[config.mk]
export PLATFORM = sky130hd
export DESIGN_NAME = keypad_scanner
export DESIGN_NICKNAME = d
export VERILOG_FILES = /design/src/rtl/keypad_scanner.sv
export SDC_FILE = /design/constraint.sdc
export NUM_CORES = 1
export LEC_CHECK = 0
export ABC_AREA = 1
export CELL_PAD_IN_SITES_DETAIL_PLACEMENT = 2
export CELL_PAD_IN_SITES_GLOBAL_PLACEMENT = 2
export CORE_MARGIN = 10
export CORE_UTILIZATION = 39
export CTS_BUF_LIST = sky130_fd_sc_hd__clkbuf_4 sky130_fd_sc_hd__clkbuf_8
export DETAILED_ROUTE_END_ITERATION = 16
export HOLD_SLACK_MARGIN = 0.06
export PLACE_DENSITY = 0.86
export SKIP_LAST_GASP = 1
export SLEW_MARGIN = 10
export SYNTH_ARGS = -nofsm -noshare
export SYNTH_HDL_FRONTEND = slang
export SYNTH_SLANG_ARGS = --single-unit
export TNS_END_PERCENT = 20
[constraint.sdc]
create_clock -name clock -period 8.43 [get_ports clock]
set_clock_uncertainty 0.1 [all_clocks]
set_input_delay 1.2645 -clock clock [delete_from_list [all_inputs] [get_ports clock]]
set_output_delay 1.2645 -clock clock [all_outputs]
set_load 0.05 [all_outputs]
[src/rtl/keypad_scanner.sv]
// Column-strobed key matrix scanner with per-key scan-count debounce and a one-entry event register.
// Define KEYPAD_RELEASE_EVENTS_EN to emit release events; otherwise releases update key_state silently.
module keypad_scanner #(
  parameter int ROWS          = 4,
  parameter int COLS          = 4,
  parameter int SETTLE_CYCLES = 4,
  parameter int STABLE_SCANS  = 4
) (
  input  logic                            clock,
  input  logic                            reset,
  output logic [COLS-1:0]                 col_drive_n,
  input  logic [ROWS-1:0]                 row_in_n,
  output logic                            key_valid,
  input  logic                            key_ready,
  output logic [$clog2(ROWS*COLS)-1:0]    key_code,
  output logic                            key_pressed,
  output logic [ROWS*COLS-1:0]            key_state
);

  localparam int KEYS = ROWS * COLS;
  localparam int KW   = $clog2(KEYS);
  localparam int CW   = $clog2(STABLE_SCANS) + 1;
  localparam int SW   = $clog2(SETTLE_CYCLES);
  localparam int CLW  = $clog2(COLS);

  typedef enum logic {
    SETTLE,
    SAMPLE
  } fsm_e;

  fsm_e              fsm_q, fsm_d;
  logic [SW-1:0]     settle_q, settle_d;
  logic [CLW-1:0]    col_q, col_d;
  logic [COLS-1:0]   col_drive_n_q, col_drive_n_d;

  logic [ROWS-1:0]   sync1_q, sync2_q;
  logic [ROWS-1:0]   raw;

  logic [CW-1:0]     cnt_q [KEYS];
  logic [CW-1:0]     cnt_d [KEYS];
  logic [KEYS-1:0]   key_state_q, key_state_d;
  logic              key_valid_q, key_valid_d;
  logic [KW-1:0]     key_code_q, key_code_d;
  logic              key_pressed_q, key_pressed_d;
  logic              slot_free;

  // Two-flop synchroniser; idle rows are high, so flops reset to ones.
  always_ff @(posedge clock or posedge reset) begin
    if (reset) begin
      sync1_q <= '1;
      sync2_q <= '1;
    end else begin
      sync1_q <= row_in_n;
      sync2_q <= sync1_q;
    end
  end

  assign raw = ~sync2_q;

  // State register
  always_ff @(posedge clock or posedge reset) begin
    if (reset) begin
      fsm_q         <= SETTLE;
      settle_q      <= '0;
      col_q         <= '0;
      col_drive_n_q <= ~(COLS'(1));
    end else begin
      fsm_q         <= fsm_d;
      settle_q      <= settle_d;
      col_q         <= col_d;
      col_drive_n_q <= col_drive_n_d;
    end
  end

  // Next-state logic
  always_comb begin
    fsm_d    = fsm_q;
    settle_d = settle_q;
    col_d    = col_q;
    case (fsm_q)
      SETTLE: begin
        if (settle_q == SW'(SETTLE_CYCLES - 1)) begin
          fsm_d    = SAMPLE;
          settle_d = '0;
        end else begin
          settle_d = settle_q + SW'(1);
        end
      end
      SAMPLE: begin
        fsm_d = SETTLE;
        col_d = (col_q == CLW'(COLS - 1)) ? '0 : col_q + CLW'(1);
      end
      default: fsm_d = SETTLE;
    endcase
  end

  assign slot_free = !key_valid_q || key_ready;

  // Output / debounce logic, evaluated for the current column during SAMPLE
  always_comb begin
    logic [KW-1:0] k;
    logic          toggled;
    col_drive_n_d = ~(COLS'(1) << col_d);
    cnt_d         = cnt_q;
    key_state_d   = key_state_q;
    key_valid_d   = key_valid_q && !key_ready;
    key_code_d    = key_code_q;
    key_pressed_d = key_pressed_q;
    k             = '0;
    toggled       = 1'b0;
    if (fsm_q == SAMPLE) begin
      for (int unsigned r = 0; r < ROWS; r++) begin
        k = KW'(r * COLS) + KW'(col_q);
        if (raw[r] == key_state_q[k]) begin
          cnt_d[k] = '0;
        end else if (cnt_q[k] < CW'(STABLE_SCANS - 1)) begin
          cnt_d[k] = cnt_q[k] + CW'(1);
        end else begin
`ifndef KEYPAD_RELEASE_EVENTS_EN
          // Silent releases bypass the slot and the one-toggle-per-sample limit.
          if (key_state_q[k]) begin
            key_state_d[k] = 1'b0;
            cnt_d[k]       = '0;
          end else
`endif
          if (!toggled && slot_free) begin
            toggled        = 1'b1;
            key_state_d[k] = ~key_state_q[k];
            cnt_d[k]       = '0;
            key_valid_d    = 1'b1;
            key_code_d     = k;
            key_pressed_d  = ~key_state_q[k];
          end
        end
      end
    end
  end

  always_ff @(posedge clock or posedge reset) begin
    if (reset) begin
      for (int unsigned i = 0; i < KEYS; i++) begin
        cnt_q[i] <= '0;
      end
      key_state_q   <= '0;
      key_valid_q   <= 1'b0;
      key_code_q    <= '0;
      key_pressed_q <= 1'b0;
    end else begin
      cnt_q         <= cnt_d;
      key_state_q   <= key_state_d;
      key_valid_q   <= key_valid_d;
      key_code_q    <= key_code_d;
      key_pressed_q <= key_pressed_d;
    end
  end

  assign col_drive_n = col_drive_n_q;
  assign key_valid   = key_valid_q;
  assign key_code    = key_code_q;
  assign key_pressed = key_pressed_q;
  assign key_state   = key_state_q;

endmodule

==> results.md, run 1 <==
- The count of input and output buffers is 32.
- After synthesis the cells add up to 5660 sq um.
- The first global-routing pass estimated 34.4 mm of wire.
- The mean instance size in the synthesized netlist is 7.16 sq um.
- The arrival time at the worst endpoint is 3.91 ns.
- For this block, the via count after detailed routing is 5,673.
- The worst setup path is launched from a flip-flop.
- The total overflow left after global routing is 0.
- The clock tree from TritonCTS is done.
- The number of antenna-violating nets in the routed design is 0.
- The maximum number of pins on one net before global-route repair is 55.
- The warning count from the yosys run is 0.
- The critical path goes through buf_4 > inv_1 > a21oi_1 > o21ai_1 > nand2_1 > inv_1 > ha_1 > nor2_1 > nand2_4 > nand2_2 > nand2_2 > nand2_1 > nand3_1 > nand3_1 > o21ai_0.
- The tightest min-delay check is of the reg -> reg type.
- The layer with the highest usage is met2.
- The number of cells produced by synthesis is 790.
- Routability-driven placement finished with a final weighted congestion of 0.845.
- The die height is 140 um.
- Among all stages on the critical path, the largest delay is contributed by ha_1.
- The share of synthesized area in the top cell type comes to 0.336.
- The setup violation total in the final timing report is 0.
- The library cells used most frequently in the layout, excluding fill and tap cells, are nand2_1 (209), nand3_1 (98), inv_1 (82).
- The cell taking the most area after synthesis is dfrtp_1.
- The area enclosed by the die boundary is 19,700 sq um.
- Once layout is complete, the cells apart from fillers number 987.
- Post-CTS repair changed the size of 0 cells.
- The final net count is 821.
- The share of post-route cells with drive strength above 1 is 0.0954.
- Setup repair after global routing left no endpoint under its margin.
- The synthesized design contains 87 register bits.
- In this run the worst path has a maximum fanout of 22.
- Across every metal layer, demand over resource in global routing totals 0.211.
- Summed over all cells, the static leakage comes to 0.00306 uW.
- The run finished with clean final reports.
- CTS placed an instance of clkbuf_8 at the clock tree root.
- Post-CTS timing repair inserted 0 buffers for setup.
- The final max-slew violation count is 0.
- The distinct cell type count after synthesis is 43.
- The final worst slack is 4.70 ns.
- Timing would allow up to 268 MHz.
- The register-to-register setup slack is 4.70 ns.
- The global-route track usage on met3 is 0.0287.
- Dividing the detail-routed wire length by the instance count gives 20.9 um.
- For this design, the sink count on the clock tree is 87.
- The via count of the first global-routing pass was 6,407.
- The most frequent standard cell in the layout excluding fill and tap cells is nand2_1.
- In this run the standard cell core region covers 14,000 sq um.
- The area growth from synthesis to layout is 10.9%.
- At the end of the flow the core is filled with cells to 0.447.
- Ranked by total cell area, the synthesized netlist is headed by dfrtp_1 (34%), nand2_1 (14%), nand3_1 (8.7%).
- The number of hold violations in the final report was 0.
- The actual slew at the worst max-slew pin is 1.14 ns.
- The floorplan row count is 43.
- In this run, post-CTS hold repair placed 0 buffers.
- On the worst path, the slowest cell contributes a delay of 0.50 ns.
- In this run the horizontal extent of the chip is 140 um.
- At the later pin of the worst-skew pair, clock insertion delay measures 0.40 ns.
- The global-route met1 utilization is 0.262.
- The deepest level of the CTS H-tree is 3.
- The number of vias per cell is 5.75.
- The maximum count of clock buffers along a single path is 2.
- The worst setup path is captured at a flip-flop.
- The total iterations of the first detailed-routing run is 5.
- The post-place setup slack is 4.83 ns.
- The fraction of registers with async set or reset after synthesis is 1.00.
- The initial core utilization is 0.403.
- 0 antenna diodes ended up in the layout.
- The count of boundary I/O pins is 33.
- The number of enable-type register cells in the synthesized netlist is 0.
- IR analysis of the VDD net gives a maximum drop of 0.180 mV.
- The number of clock buffers added by TritonCTS is 9.
- The power per unit of standard cell area is 317 nW/um^2.
- For this run, the leading register cell type out of synthesis is dfrtp_1.
- The cell total after placement is 971.
- The sum of negative setup slack is 0 ns.
- The number of nets in the synthesized netlist is 809.
- For this run, the register share of the synthesized area comes to 0.387.
- Clock-pin slew was measured on the worst setup and hold paths at 0.11 ns.
- The post-detailed-placement half-perimeter wirelength is 14.0 mm.
- The number of design rule violations left after detail routing is 0.
- The tightest slew margin relative to the limit is 0.243.
- The tool flagged a number of max-cap violations equal to 0.
- The detailed router finished its first iteration with 318 violations.
- Hold is met by 0.264 ns.
- The final period utilization is 0.443.
- Data on the critical path is required at its endpoint by 8.61 ns.
- The worst path needs 3.73 ns of the cycle, external delays included.
- The total detailed-routing wirelength is 20.7 mm.
- The startpoint-to-endpoint class of the critical path is reg -> reg.
- In the global route stage, met2 resource usage came out at 0.363.
- The initial antenna violation count came to 0.
## where the power goes
part           switching (uW)  internal [uW]  total [uW]
clock                     197            147         344
combinational             716            310        1030
sequential               83.1            533         616
## area by class of cell
cell class              count  area [sq um]
fillers                  1683          7770
flip-flops and latches     87          2190
inverters                  88           332
well taps                 180           225
repair buffers             37           358
clock inverters             7          95.1
multi-input cells         579          2950
clock buffers               9           124
## through the flow
stage               area [sq um]  power [uW]
floorplan                   5660        1330
global placement            6050        1560
detailed placement          6050        1630
CTS                         6270        1990
global route                6270        2140
finish                      6270        1990
## final timing paths
check | from | to | depth (start not counted)
max | col_q[1]$_DFF_PP0_ | cnt_q[18]$_DFFE_PP0P_ | 15
min | sync1_q[2]$_DFF_PP1_ | sync2_q[2]$_DFF_PP1_ | 0
max reg2reg | col_q[1]$_DFF_PP0_ | cnt_q[18]$_DFFE_PP0P_ | 15
min reg2reg | sync1_q[2]$_DFF_PP1_ | sync2_q[2]$_DFF_PP1_ | 0
max in group asynchronous | reset | cnt_q[20]$_DFFE_PP0P_ | 3
min in group asynchronous | reset | col_drive_n[0]$_DFF_PP0_ | 2
## logic make-up (layout without fill, tap and decap cells)
logic type / count (synthesis) / after routing / share of synthesized area
AOI/OAI and AO/OA: 138 / 138 / 0.148
xor gates and xnor gates: 4 / 4 / 0.00620
adders and majority gates: 12 / 12 / 0.0265
buffers and inverters: 124 / 141 / 0.0911
DFF: 87 / 87 / 0.387
and+or+nand+nor: 425 / 425 / 0.341
## routing by layer
metal  wire length, um  up-vias
li1                  -     2633
met1              9160     2906
met2             10400      100
met3               669       34
met4               463        0
met5                 0        -
## worst max-delay path: cells and delay by family (launching register included)
| kind | cells | cell delay (ns) |
|---|---|---|
| AOI/OAI and AO/OA | 3 | 0.43 |
| adders and majority gates | 1 | 0.50 |
| buffers and inverters | 3 | 0.81 |
| DFF | 1 | 0.35 |
| and+or+nand+nor | 8 | 1.39 |
## registers in the layout, indices dropped and copies added (netlist names)
signal / cells
key_valid: 1
sync2_q: 4
key_state: 16
sync1_q: 4
settle_q: 2
cnt_q: 48
key_pressed: 1
fsm_q: 1
col_q: 2
key_code: 4
col_drive_n: 4
## Yosys cell counts (4+ instances only)
master and n:
clkbuf_1 19, buf_6 4, nor2_4 5, inv_1 83, a32oi_1 11, o31ai_2 4
nor2_1 56, dfrtp_1 76, o31ai_1 4, dfstp_2 11, nand3_2 5, nand3_1 98
buf_2 10, o21ai_0 64, inv_2 5, nand4_1 14, o21ai_1 9, nor3_1 14
ha_1 12, o211ai_1 4, a21oi_1 30, nand2_1 209, nand2_2 10
(Power assumes the default switching activity.)
==> run 2: changes to the inputs <==
--- a/config.mk
+++ b/config.mk
@@ -9,11 +9,11 @@
 export CELL_PAD_IN_SITES_DETAIL_PLACEMENT = 2
 export CELL_PAD_IN_SITES_GLOBAL_PLACEMENT = 2
 export CORE_MARGIN = 10
-export CORE_UTILIZATION = 39
+export CORE_UTILIZATION = 32
 export CTS_BUF_LIST = sky130_fd_sc_hd__clkbuf_4 sky130_fd_sc_hd__clkbuf_8
 export DETAILED_ROUTE_END_ITERATION = 16
 export HOLD_SLACK_MARGIN = 0.06
-export PLACE_DENSITY = 0.86
+export PLACE_DENSITY = 0.75
 export SKIP_LAST_GASP = 1
 export SLEW_MARGIN = 10
 export SYNTH_ARGS = -nofsm -noshare
==> constraint.sdc (replaced) <==
create_clock -name clock -period 3.16 [get_ports clock]
set_clock_uncertainty 0.1 [all_clocks]
set_input_delay 0.474 -clock clock [delete_from_list [all_inputs] [get_ports clock]]
set_output_delay 0.474 -clock clock [all_outputs]
set_load 0.05 [all_outputs]
==> results.md, run 2 (synthesis results as in run 1) <==
- The post-detailed-placement half-perimeter wirelength was 15.1 mm (+7.8%).
- The sum of overflow across all layers after global routing is 0 (unchanged).
- The number of antenna-violating nets in the routed design is 0 (unchanged).
- The flip-flop count of the largest register after layout was 48 (unchanged).
- The count of input and output buffers is 32 (unchanged).
- The hold path startpoint is sync1_q[3]$_DFF_PP1_.
- The count of cells along the worst register-to-register path is 12 (-3).
- The via count of the first global-routing pass is 6,288 (-1.9%).
- The DRC marker count from the first detailed-route iteration is 204 (-36%).
- The area added between synthesis and finish is 14.2%.
- The number of hold buffers added after cts is 0 (unchanged).
- The time the worst path needs with I/O delays and setup is 2.90 ns (-0.832 ns).
- The final worst slack is 0.261 ns (-4.44 ns).
- The tightest slew margin relative to the limit is 0.525 (+0.282).
- The startpoint-to-endpoint class of the critical path is reg -> reg.
- In the layout the commonest cells are nand2_1 (209), nand3_1 (98), inv_1 (82).
- The maximum count of clock buffers along a single path is 2 (unchanged).
- The count of cells along the worst hold path is 0 (unchanged).
- The number of fillers in the final layout was 2,084 (+24%).
- The kind of launch point of the worst setup path is a flip-flop.
- The maximum number of pins on one net before global-route repair is 43 (-22%).
- The overall global routing resource usage is 0.177 (-0.0341).
- The via total after detailed routing was 5,631 (-0.74%).
- The initial core utilization is 0.327 (-0.0758).
- The setup violation total in the final timing report is 0 (unchanged).
- The worst setup path is captured at a flip-flop.
- The root cell of the clock tree is clkbuf_8.
- The core area came to 17,300 sq um (+23%).
- Setup repair after global routing left no endpoint under its margin.
- The floorplan row count is 48 (+12%).
- The highest ir drop seen on vdd came to 0.438 mV (+140%).
- The actual slew at the worst max-slew pin is 0.712 ns (-0.423 ns).
- The largest register by flop count is cnt_q.
- The highest attainable clock frequency is 345 MHz (+29%).
- The average routed wire per standard cell is 20.0 um (-4.6%).
- The number of hold violations in the final report came to 0 (unchanged).
- The number of vias per cell is 5.38 (-6.3%).
- The deepest level of the CTS H-tree is 3 (unchanged).
- The die height came to 153 um (+8.9%).
- The share of post-route cells with drive strength above 1 is 0.111 (+0.0154).
- The flow ran to the end, and the final reports show no timing, DRC or antenna violations.
- The number of design rule violations left after detail routing is 0 (unchanged).
- The total inserted antenna cells came to 0 (unchanged).
- The final net count was 835 (+1.7%).
- The number of sinks driven by the clock tree was 87 (unchanged).
- The initial antenna violation count is 0 (unchanged).
- The area enclosed by the die boundary is 23,400 sq um (+19%).
- The final RePlAce weighted congestion is 0.824 (-2.5%).
- The post-CTS repair timing setup buffer count is 0 (unchanged).
- The post-CTS clock slew at the launch and capture registers of the worst setup and hold paths is 0.11 ns (about the same).
- The path category of the worst min-delay check is reg -> reg.
- The endpoint identified for the worst register-to-register timing path is key_state[11]$_DFFE_PP0P_.
- The total iterations of the first detailed-routing run is 4 (-1).
- The required time of the critical path was 3.36 ns (-5.25 ns).
- The final core utilization was 0.373 (-0.0734).
- The die width is 153 um (+8.9%).
- Leaving out fill and tap cells, the most frequent cell in the layout is nand2_1.
- TritonCTS built the clock tree.
- The worst register-to-register path begins at col_q[0]$_DFF_PP0_.
- The final period utilization came to 0.917 (+0.475).
- The register-to-register setup slack is 0.26 ns (-4.44 ns).
- The total placed instance area is 6250 sq um (+3.3%).
- The post-place setup slack was 0.271 ns (-4.56 ns).
- The post-cts resize count is 0 (unchanged).
- The clock latency of the later-clocked register in the worst-skew pair is 0.40 ns (about the same).
- The worst hold path terminates at sync2_q[3]$_DFF_PP1_.
- The power per unit of standard cell area was 810 nW/um^2 (+160%).
- The final design area excluding fillers is 6460 sq um (+3.0%).
- The critical-path maximum fanout is 19 (-14%).
- The arrival time at the worst endpoint is 3.10 ns (-0.81 ns).
- The cell leakage power is 0.00314 uW (+2.5%).
- The first-pass GRT wire length came to 34.1 mm (-1.0%).
- The sum of negative setup slack came to 0 ns (unchanged).
- The count of boundary I/O pins is 33 (unchanged).
- The number of CTS-inserted buffers is 9 (unchanged).
- The final max-slew violation count was 0 (unchanged).
- The max capacitance violation total came to 0 (unchanged).
- The total detailed-routing wirelength is 20.9 mm (+1.1%).
run 2: cell types whose count changed in the layout (fill, tap and decap cells not counted), sizes merged:
cell	before	now
bufinv	1	0
buf	5	19
clkinv	2	3
run 2: through the flow:
| stage | hold WS, ns | cells | power [uW] |
|---|---|---|---|
| final | 0.262 | 1046 | 5230 |
| after global routing | 0.258 | 1046 | 5680 |
| after CTS | 0.257 | 1046 | 5290 |
| after detailed placement | 0.249 | 1030 | 4410 |
| after global placement | 0.246 | 1030 | 4240 |
| after floorplan | 0.245 | 790 | 3560 |
run 2: worst max-delay path, cell delays in order (launching register included):
cell and delay, ns:
dfrtp_1 0.43, inv_2 0.33, nand2_1 0.10, nand3_1 0.10
nand2_1 0.17, ha_1 0.33, buf_4 0.20, inv_1 0.11
buf_4 0.23, nand3_1 0.10, inv_1 0.18, nand4_1 0.20
o21ai_0 0.22
run 2: power breakdown:
part           leakage [uW]  switching (uW)  internal, uW
clock network      0.000104             531           319
registers           0.00108             243          1420
logic               0.00196            1860           853
run 2: layout make-up:
| class | count | area (sq um) | share of cell area |
|---|---|---|---|
| multi-input cells | 579 | 2950 | 0.457 |
| flip-flops and latches | 87 | 2190 | 0.339 |
| repair buffers | 51 | 500 | 0.0775 |
| inverters | 88 | 332 | 0.0513 |
| well taps | 225 | 282 | 0.0436 |
| clock buffers | 9 | 124 | 0.0192 |
| clock inverters | 7 | 81.3 | 0.0126 |
run 2: per-layer routing:
layer / wire [um] / GRT usage
met3: 558 / 0.0222
met2: 10700 / 0.321
met5: 0 / 0
met4: 376 / 0.0609
met1: 9220 / 0.210
run 2: worst max path at each step:
| stage | cells after the start | to | start | slack [ns] |
|---|---|---|---|---|
| after CTS | 14 | key_valid$_DFF_PP0_ | col_q[0]$_DFF_PP0_ | 0.24 |
| after detailed placement | 14 | key_valid$_DFF_PP0_ | col_q[0]$_DFF_PP0_ | 0.27 |
| after floorplan | 1 | cnt_q[0]$_DFFE_PP0P_ | reset | 0.35 |
| after global routing | 12 | key_state[11]$_DFFE_PP0P_ | col_q[0]$_DFF_PP0_ | 0.03 |
| after global placement | 14 | key_valid$_DFF_PP0_ | col_q[0]$_DFF_PP0_ | 0.44 |
| final | 12 | key_state[11]$_DFFE_PP0P_ | col_q[0]$_DFF_PP0_ | 0.26 |
==> run 3: changes to the inputs <==
--- a/config.mk
+++ b/config.mk
@@ -12,6 +12,7 @@
 export CORE_UTILIZATION = 32
 export CTS_BUF_LIST = sky130_fd_sc_hd__clkbuf_4 sky130_fd_sc_hd__clkbuf_8
 export DETAILED_ROUTE_END_ITERATION = 16
+export GPL_TIMING_DRIVEN = 0
 export HOLD_SLACK_MARGIN = 0.06
 export PLACE_DENSITY = 0.75
 export SKIP_LAST_GASP = 1
==> results.md, run 3 (synthesis results as in run 1) <==
- The share of post-route cells with drive strength above 1 came to 0.118 (+0.00702).
- The library cell used most frequently in the layout, excluding fill and tap cells, is nand2_1.
- The number of design rule violations left after detail routing is 0 (unchanged).
- The number of sinks driven by the clock tree came to 87 (unchanged).
- The count of boundary I/O pins came to 33 (unchanged).
- The area enclosed by the die boundary is 23,400 sq um (unchanged).
- In this design, the largest share of critical-path delay is due to simple AND/OR/NAND/NOR gates.
- The sum of negative setup slack is 0 ns (unchanged).
- The first-pass GRT wire length is 35.7 mm (+4.7%).
- The die height was 153 um (unchanged).
- TritonCTS built the clock tree.
- The routed length on met1 is 9.76 mm (+5.9%).
- The cell leakage power came to 0.00313 uW (about the same).
- The number of hold buffers added after cts is 0 (unchanged).
- The maximum number of pins on one net before global-route repair is 46 (+7.0%).
- The path category of the worst min-delay check is reg -> reg.
- The average routed wire per standard cell is 20.7 um (+3.9%).
- The via total after detailed routing is 5,705 (+1.3%).
- The largest individual stage delay along the critical path comes from the cell dfrtp_2.
- The final core utilization is 0.378 (+0.00449).
- The arrival time at the worst endpoint is 3.26 ns (+0.16 ns).
- The power per unit of standard cell area is 808 nW/um^2 (-0.29%).
- The floorplan row count is 48 (unchanged).
- The DRC marker count from the first detailed-route iteration is 320 (+57%).
- The flip-flop count of the largest register after layout is 48 (unchanged).
- The area used by multi-input combinational logic was 2970 sq um (+0.72%).
- The final net count came to 854 (+2.3%).
- The sum of overflow across all layers after global routing is 0 (unchanged).
- The core area is 17,300 sq um (unchanged).
- The kind of launch point of the worst setup path is a flip-flop.
- The actual slew at the worst max-slew pin came to 0.784 ns (+0.0721 ns).
- The total detailed-routing wirelength is 22.1 mm (+5.7%).
- The final period utilization is 0.962 (+0.0449).
- The library cells used most frequently in the layout, excluding fill and tap cells, are nand2_1 (208), nand3_1 (98), inv_1 (79).
- Setup repair after global routing could not meet its margin everywhere.
- The amount of wire on met2 after detailed routing came to 11.3 mm (+5.9%).
- The signal on the critical path passes through buf_2 > buf_6 > or2_2 > a32oi_4 > ha_2 > inv_2 > nand2_1 > inv_1 > nand2_2 > nand2_2 > nand2_1 > a21oi_1.
- The clock latency of the later-clocked register in the worst-skew pair is 0.41 ns (about the same).
- The post-CTS clock slew at the launch and capture registers of the worst setup and hold paths is 0.12 ns (about the same).
- The highest attainable clock frequency is 329 MHz (-4.7%).
- The count of input and output buffers is 32 (unchanged).
- The run finished with clean final reports.
- The final RePlAce weighted congestion came to 0.855 (+3.8%).
- The maximum count of clock buffers along a single path is 2 (unchanged).
- The initial antenna violation count is 0 (unchanged).
- The worst setup path is captured at a flip-flop.
- The number of antenna-violating nets in the routed design is 0 (unchanged).
- The post-detailed-placement half-perimeter wirelength came to 16.4 mm (+8.1%).
- The max capacitance violation total is 0 (unchanged).
- The total inserted antenna cells is 0 (unchanged).
- The number of CTS-inserted buffers was 9 (unchanged).
- The number of fillers in the final layout came to 2,073 (-0.53%).
- The critical-path maximum fanout is 10 (-9).
- The highest layer used for signal routing is met4.
- The startpoint-to-endpoint class of the critical path is reg -> reg.
- The buffer and inverter count on the worst path is 4 (-1).
- The die width is 153 um (unchanged).
- The sequential cell area is 2190 sq um (+0.11%).
- The total length of routed met3 wires is 615 um (+10%).
- The initial core utilization was 0.327 (unchanged).
- The deepest level of the CTS H-tree is 3 (unchanged).
- Ranked by flip-flop count, first place goes to cnt_q.
- The highest ir drop seen on vdd is 0.377 mV (-14%).
- The time the worst path needs with I/O delays and setup came to 3.04 ns (+0.142 ns).
- The required time of the critical path came to 3.38 ns (+0.02 ns).
- The tightest slew margin relative to the limit is 0.477 (-0.0475).
- The final max-slew violation count is 0 (unchanged).
- The total iterations of the first detailed-routing run came to 4 (unchanged).
- CTS placed an instance of clkbuf_8 at the clock tree root.
- The maximum single-stage delay on the critical path was 0.49 ns (+0.06 ns).
- The number of hold violations in the final report is 0 (unchanged).
- The via count of the first global-routing pass came to 6,393 (+1.7%).
- The overall global routing resource usage was 0.189 (+0.0114).
- The area added between synthesis and finish is 15.6%.
- The setup violation total in the final timing report is 0 (unchanged).
- The number of vias per cell is 5.36 (-0.49%).
- The overall power was 5280 uW (+0.91%).
[run 3: cell count changes in the layout (fill, tap and decap cells not counted), sizes merged]
cell,previous run,this run
clkbuf,9,28
inv,92,93
clkinv,3,2
[run 3: where the power goes]
group | switching [uW] | internal [uW] | leakage [uW]
Combinational | 1910 | 880 | 0.00196
Sequential | 213 | 1420 | 0.00107
Clock | 540 | 319 | 0.000104
Total | 2660 | 2620 | 0.00313
[run 3: area by class of cell]
| type | instances | area share |
|---|---|---|
| inverters | 88 | 0.0513 |
| multi-input cells | 579 | 0.454 |
| plain buffers | 36 | 0.0299 |
| well taps | 225 | 0.0431 |
| clock inverters | 7 | 0.0124 |
| clock buffers | 9 | 0.0190 |
| repair buffers | 34 | 0.0544 |
| flip-flops and latches | 87 | 0.336 |
[run 3: timing repair]
item / CTS / global route
pin swaps: 0 / 0
endpoints found under the hold margin: 0 / 0
setup endpoints to repair: 23 / 40
setup buffers: 0 / 1
gates resized for setup: 6 / 10
[run 3: path summary, 6_finish.rpt]
check	startpoint	to	slack (ns)	cells past startpoint
min	sync1_q[3]$_DFF_PP1_	sync2_q[3]$_DFF_PP1_	0.25	0
min reg2reg	sync1_q[3]$_DFF_PP1_	sync2_q[3]$_DFF_PP1_	0.25	0
min in group asynchronous	reset	settle_q[1]$_DFFE_PP0N_	0.38	2
max reg2reg	col_q[0]$_DFF_PP0_	cnt_q[8]$_DFFE_PP0P_	0.12	12
max	col_q[0]$_DFF_PP0_	cnt_q[8]$_DFFE_PP0P_	0.12	12
max in group asynchronous	reset	sync1_q[2]$_DFF_PP1_	1.84	3
[run 3: metrics by stage]
| stage | worst slack (ns) | cell area [sq um] | hold WS [ns] | std cells |
|---|---|---|---|---|
| floorplan | 0.354 | 5660 | 0.245 | 790 |
| global placement | -1.31 | 6260 | 0.246 | 1047 |
| finish | 0.119 | 6540 | 0.254 | 1065 |
| detailed placement | -0.0419 | 6290 | 0.248 | 1048 |
| global route | -0.0483 | 6540 | 0.252 | 1065 |
| CTS | 0.0103 | 6500 | 0.255 | 1064 |
[run 3: layer usage]
layer,vias up,track usage
met3,18,0.0292
met5,-,0
met4,0,0.0590
met2,71,0.336
li1,2702,-
met1,2914,0.227
